### src/rtl/ascii_uart_tx.sv
// ascii_uart_tx: FIFO-buffered UART transmitter for ASCII bytes, 8N1 LSB first.
// Define UART_TX_PARITY_EN for 8E1 framing (even parity bit before stop).
module ascii_uart_tx #(
   parameter int CLK_DIV    = 16,
   parameter int FIFO_DEPTH = 4
) (
   input  logic                        clk,
   input  logic                        reset,
   input  logic [7:0]                  data_in,
   input  logic                        data_valid,
   output logic                        data_ready,
   output logic                        tx,
   output logic                        busy,
   output logic [$clog2(FIFO_DEPTH):0] fifo_level
);

   localparam int AW = $clog2(FIFO_DEPTH);
   localparam logic [15:0] DIV_M1 = 16'(CLK_DIV - 1);
   localparam logic [AW:0] PTR_ONE = {{AW{1'b0}}, 1'b1};

`ifdef UART_TX_PARITY_EN
   typedef enum logic [2:0] {IDLE, START, DATA, PARITY, STOP} state_t;
`else
   typedef enum logic [2:0] {IDLE, START, DATA, STOP} state_t;
`endif

   logic [7:0]  mem_q [FIFO_DEPTH];
   logic [7:0]  mem_d [FIFO_DEPTH];
   logic [AW:0] wr_ptr_q, wr_ptr_d;
   logic [AW:0] rd_ptr_q, rd_ptr_d;
   logic        full, empty, push, pop;
   logic [7:0]  head;

   state_t      state_q, state_d;
   logic [15:0] cnt_q, cnt_d;
   logic [2:0]  bit_idx_q, bit_idx_d;
   logic [7:0]  shift_q, shift_d;
   logic        tx_q, tx_d;
   logic        busy_q, busy_d;
   logic        tick;
`ifdef UART_TX_PARITY_EN
   logic        par_q, par_d;
`endif

   // Pointers carry one extra wrap bit so full and empty differ.
   assign empty      = (wr_ptr_q == rd_ptr_q);
   assign full       = (wr_ptr_q[AW] != rd_ptr_q[AW]) &&
                       (wr_ptr_q[AW-1:0] == rd_ptr_q[AW-1:0]);
   assign push       = data_valid & ~full;
   assign head       = mem_q[rd_ptr_q[AW-1:0]];
   assign data_ready = ~full;
   assign fifo_level = wr_ptr_q - rd_ptr_q;
   assign tick       = (cnt_q == 16'd0);
   assign tx         = tx_q;
   assign busy       = busy_q;

   always_comb begin
      mem_d    = mem_q;
      wr_ptr_d = wr_ptr_q;
      rd_ptr_d = rd_ptr_q;
      if (push) begin
         mem_d[wr_ptr_q[AW-1:0]] = data_in;
         wr_ptr_d = wr_ptr_q + PTR_ONE;
      end
      if (pop) begin
         rd_ptr_d = rd_ptr_q + PTR_ONE;
      end
   end

   always_comb begin
      state_d   = state_q;
      cnt_d     = cnt_q;
      bit_idx_d = bit_idx_q;
      shift_d   = shift_q;
      tx_d      = tx_q;
      pop       = 1'b0;
`ifdef UART_TX_PARITY_EN
      par_d     = par_q;
`endif
      if (state_q != IDLE && !tick) begin
         cnt_d = cnt_q - 16'd1;
      end
      case (state_q)
         IDLE: begin
            tx_d = 1'b1;
            pop  = ~empty;
         end
         START: begin
            if (tick) begin
               state_d   = DATA;
               cnt_d     = DIV_M1;
               bit_idx_d = 3'd0;
               tx_d      = shift_q[0];
            end
         end
         DATA: begin
            if (tick) begin
               cnt_d = DIV_M1;
               if (bit_idx_q == 3'd7) begin
`ifdef UART_TX_PARITY_EN
                  state_d = PARITY;
                  tx_d    = par_q;
`else
                  state_d = STOP;
                  tx_d    = 1'b1;
`endif
               end else begin
                  bit_idx_d = bit_idx_q + 3'd1;
                  shift_d   = {1'b0, shift_q[7:1]};
                  tx_d      = shift_q[1];
               end
            end
         end
`ifdef UART_TX_PARITY_EN
         PARITY: begin
            if (tick) begin
               state_d = STOP;
               cnt_d   = DIV_M1;
               tx_d    = 1'b1;
            end
         end
`endif
         STOP: begin
            if (tick) begin
               cnt_d = DIV_M1;
               if (!empty) begin
                  pop = 1'b1;
               end else begin
                  state_d = IDLE;
                  tx_d    = 1'b1;
               end
            end
         end
         default: begin
            state_d = IDLE;
            tx_d    = 1'b1;
         end
      endcase
      // Loading the next byte from IDLE or from the end of STOP is the same.
      if (pop) begin
         state_d = START;
         shift_d = head;
         cnt_d   = DIV_M1;
         tx_d    = 1'b0;
`ifdef UART_TX_PARITY_EN
         par_d   = ^head;
`endif
      end
      busy_d = (state_d != IDLE);
   end

   always_ff @(posedge clk or posedge reset) begin
      if (reset) begin
         for (int i = 0; i < FIFO_DEPTH; i++) begin
            mem_q[i] <= 8'h00;
         end
         wr_ptr_q  <= '0;
         rd_ptr_q  <= '0;
         state_q   <= IDLE;
         cnt_q     <= 16'd0;
         bit_idx_q <= 3'd0;
         shift_q   <= 8'h00;
         tx_q      <= 1'b1;
         busy_q    <= 1'b0;
`ifdef UART_TX_PARITY_EN
         par_q     <= 1'b0;
`endif
      end else begin
         mem_q     <= mem_d;
         wr_ptr_q  <= wr_ptr_d;
         rd_ptr_q  <= rd_ptr_d;
         state_q   <= state_d;
         cnt_q     <= cnt_d;
         bit_idx_q <= bit_idx_d;
         shift_q   <= shift_d;
         tx_q      <= tx_d;
         busy_q    <= busy_d;
`ifdef UART_TX_PARITY_EN
         par_q     <= par_d;
`endif
      end
   end

endmodule

### config.mk
export PLATFORM = sky130hd
export DESIGN_NAME = ascii_uart_tx
export DESIGN_NICKNAME = d
export VERILOG_FILES = /design/src/rtl/ascii_uart_tx.sv
export SDC_FILE = /design/constraint.sdc
export NUM_CORES = 1
export LEC_CHECK = 0
export CORE_ASPECT_RATIO = 1.2
export CORE_MARGIN = 1.5
export CORE_UTILIZATION = 50
export CTS_BUF_LIST = sky130_fd_sc_hd__clkbuf_4 sky130_fd_sc_hd__clkbuf_8
export CTS_CLUSTER_SIZE = 20
export DETAILED_ROUTE_END_ITERATION = 16
export PLACE_DENSITY = 0.67
export SYNTH_ARGS = -nofsm -noshare
export SYNTH_HDL_FRONTEND = slang
export SYNTH_SLANG_ARGS = --single-unit
### constraint.sdc
create_clock -name clk -period 3.85 [get_ports clk]
set_input_delay 0.77 -clock clk [delete_from_list [all_inputs] [get_ports clk]]
set_output_delay 0.77 -clock clk [all_outputs]
set_load 0.01 [all_outputs]
==> flow_summary.json <==
{
  "fin_hold_ws_ns": 0.495,
  "synth_cell_types": 53,
  "final_layout_size_suffix_gt1_share_pct": 24.3,
  "min_period_over_period_pct": 79.9,
  "synth-seq-area-share_pct": 50.4,
  "worstSetupEndpointType": "output pin",
  "critPathLaunchType": "flop",
  "synth_warnings": 0,
  "multi_input_area_um2": 1630,
  "p_comb_share_pct": 35.8,
  "numPortBuffers": 16,
  "drtIter0Drc": 59,
  "cts_setup_buffers": 0,
  "p_leak_nw": 1.75,
  "clk_latency_ns": 0.34,
  "rr_worst_depth": 7,
  "worst_slew_pin_slew_ns": 0.824,
  "synth_top_area_cell": "dfrtp_1",
  "crit_fanout": 11,
  "wl_per_cell_um": 15.5,
  "vias": 2151,
  "fin_cells": 392,
  "grt_max_degree": 38,
  "placed_cells": 376,
  "cp_data_arrival_time_ns": 2.30,
  "irDropWorstVdd_mv": 0.402,
  "synth_edf_count": 0,
  "grt_overflow": 0,
  "post_cts_hold_buffer_count": 0,
  "rsz0062_at_grt": "false",
  "reg2reg_slack_ns": 1.32,
  "crit_end": "fifo_level[2]",
  "max_slew_margin_pct": 44.7,
  "cts-resized-gates": 0,
  "synth_top_area_share_pct": 49.6,
  "rr_endpoint": "cnt_q[12]",
  "drtAntennaViolNets": 0,
  "postRouteWirelength_um": 6090,
  "post-place-ws_ns": 1.09,
  "maxCapViolCount": 0,
  "slowest_stage": "dfrtp_1",
  "diodes": 0,
  "grt_pass1_wl_um": 10600,
  "area_growth_pct": 14.7,
  "powerDensity_nw_per_um2": 798,
  "io_pins": 17,
  "ys.flop_type": "dfrtp_1",
  "core_area_um2": 6770,
  "synth_area_leaders": "dfrtp_1 50%, mux2_2 10%, mux4_2 5.2%",
  "clock_sinks": 70,
  "async_reset_ff_share_pct": 100,
  "clockRootBuffer": "clkbuf_8",
  "max_stage_delay_ns": 0.59,
  "ys_ff_latch": 70,
  "regArea_um2": 1750,
  "finish.utilization_pct": 59.0,
  "cts_buffer_depth": 2,
  "drt_pass1_iterations": 4,
  "rows": 33,
  "fmax_mhz": 325,
  "hold_violations": 0,
  "gp_congestion": 0.735,
  "htree_levels": 3,
  "power.share.switching_pct": 31.5,
  "syn_nets": 305,
  "pwr-share-clk_pct": 24.7,
  "clkTransAtPathRegs_ns": 0.08,
  "nets": 323,
  "synth_cells": 282,
  "fill_cells": 571,
  "critPathLaunch": "rd_ptr_q[0]",
  "placed_area_um2": 3720,
  "crit_chain": "ha_1 -> fa_1 -> xnor2_1 -> clkdlybuf4s50_1",
  "cts_tree": "built",
  "grt_pass1_vias": 2222,
  "fin_ws_ns": 0.775,
  "syn-cell-area_um2": 3480,
  "power.share.sequential_pct": 39.5,
  "syn_area_per_cell_um2": 12.3,
  "start_util_pct": 51.4,
  "rr_startpoint": "cnt_q[0]",
  "hpwl_um": 4270,
  "finalSetupViolCount": 0,
  "p_total_mw": 3.19,
  "final_area_um2": 3990,
  "finalClockSkew_ns": 0.00874,
  "outcome": "completed",
  "worst_ep_required_time_ns": 3.08,
  "power.internal_mw": 2.18,
  "remaining_drc_errors": 0,
  "antenna_found_initial": 0,
  "grtUsageTotal_pct": 18.6,
  "worstHoldPathType": "flop to flop",
  "setup_tns_ns": 0,
  "min_period_ns": 3.07,
  "viasPerCell": 5.49,
  "die_w_um": 79.2,
  "worst-setup-path-type": "flop to output pin",
  "die-height_um": 94.4,
  "p_sw_mw": 1.00,
  "report.final.slew_viol_count": 0,
  "numCtsBuffers": 9,
  "die_area_um2": 7470
}
==> power groups by stage <==
stage,Sequential [mW],Combinational [mW],Clock (mW)
2_1_floorplan,1.17,0.939,0
3_3_place_gp,1.27,1.13,0
3_5_place_dp,1.28,1.15,0
4_1_cts,1.26,1.16,0.802
5_1_grt,1.30,1.26,0.833
6_report,1.26,1.14,0.786
==> worst max-delay path, delay by kind of cell, from the launching register on <==
family / cells / cell delay [ns]
adders and majority gates: 2 / 0.68
DFF: 1 / 0.59
xor gates and xnor gates: 1 / 0.15
buffers and inverters: 1 / 0.55
==> Yosys cell counts (2+ instances only) <==
cell type  count
nand3_1        8
o22ai_1        4
xnor2_1        7
nor2_1        23
nor2b_1        3
dfrtp_1       69
o21ai_1        5
a221o_1        3
xor2_1        15
nand2_1       10
and3_1         3
a22o_1         3
inv_1         14
a211o_1        2
buf_2          3
nand4b_1       3
clkbuf_1       6
nand4_1        2
nor3_2         2
mux4_2         8
ha_1          11
o21ai_0        4
nor3_1         3
nand2_2        4
mux2_2        32
a21oi_1        8
==> cells in the final DEF, fill, tap and decap left out, types with 9 or more instances in the layout <==
master | Yosys | final
nand2_1 | 10 | 10
ha_1 | 11 | 11
clkdlybuf4s50_1 | 0 | 16
dfrtp_1 | 69 | 69
clkbuf_8 | 0 | 9
inv_1 | 14 | 13
nor2_1 | 23 | 23
xor2_1 | 15 | 15
mux2_2 | 32 | 32
==> per-layer routing <==
layer	share of wire, %	wire [µm]	global-route usage, %	up-vias
met5	0	0	0	-
met4	1.8	109	7.46	0
met3	2.3	140	3.48	9
met2	50	3030	31.1	26
met1	46	2810	23.7	1080
li1	-	-	-	1036
==> registers in the layout (all words and copies together), names as in the netlist <==
signal	flops
cnt_q	16
shift_q	8
mem_q	32
busy	1
rd_ptr_q	3
state_q	3
tx	1
wr_ptr_q	3
bit_idx_q	3
==> kinds of logic (layout without fill, tap and decap cells) <==
logic type      count (synthesis)  in the layout  share of synthesized area (%)
simple gates                   74             74                           13.1
xor+xnor                       22             22                           5.54
buf+inv                        24             47                           2.80
mux                            42             42                           16.2
fa+ha+maj                      12             12                           4.53
compound gates                 37             37                           7.30
flops                          70             70                           50.4
other cells                     1              1                          0.108
==> area by class of cell <==
| class | count | share of cell area, % |
|---|---|---|
| Multi-Input combinational cell | 188 | 40.8 |
| Clock buffer | 9 | 3.10 |
| Timing Repair Buffer | 17 | 4.51 |
| Clock inverter | 7 | 3.63 |
| Inverter | 14 | 1.32 |
| Tap cell | 87 | 2.73 |
| Sequential cell | 70 | 43.9 |
==> worst min-delay path by stage <==
stage                       startpoint            to  slack, ns  cells after the start
final                     bit_idx_q[0]  bit_idx_q[0]       0.50                      1
after global placement    bit_idx_q[0]  bit_idx_q[0]       0.48                      1
after detailed placement  bit_idx_q[2]  bit_idx_q[2]       0.49                      1
after global routing         mem_q[30]     mem_q[30]       0.52                      1
after CTS                 bit_idx_q[0]  bit_idx_q[0]       0.50                      1
after floorplan           bit_idx_q[0]  bit_idx_q[0]       0.45                      1
(Power assumes the default switching activity.)
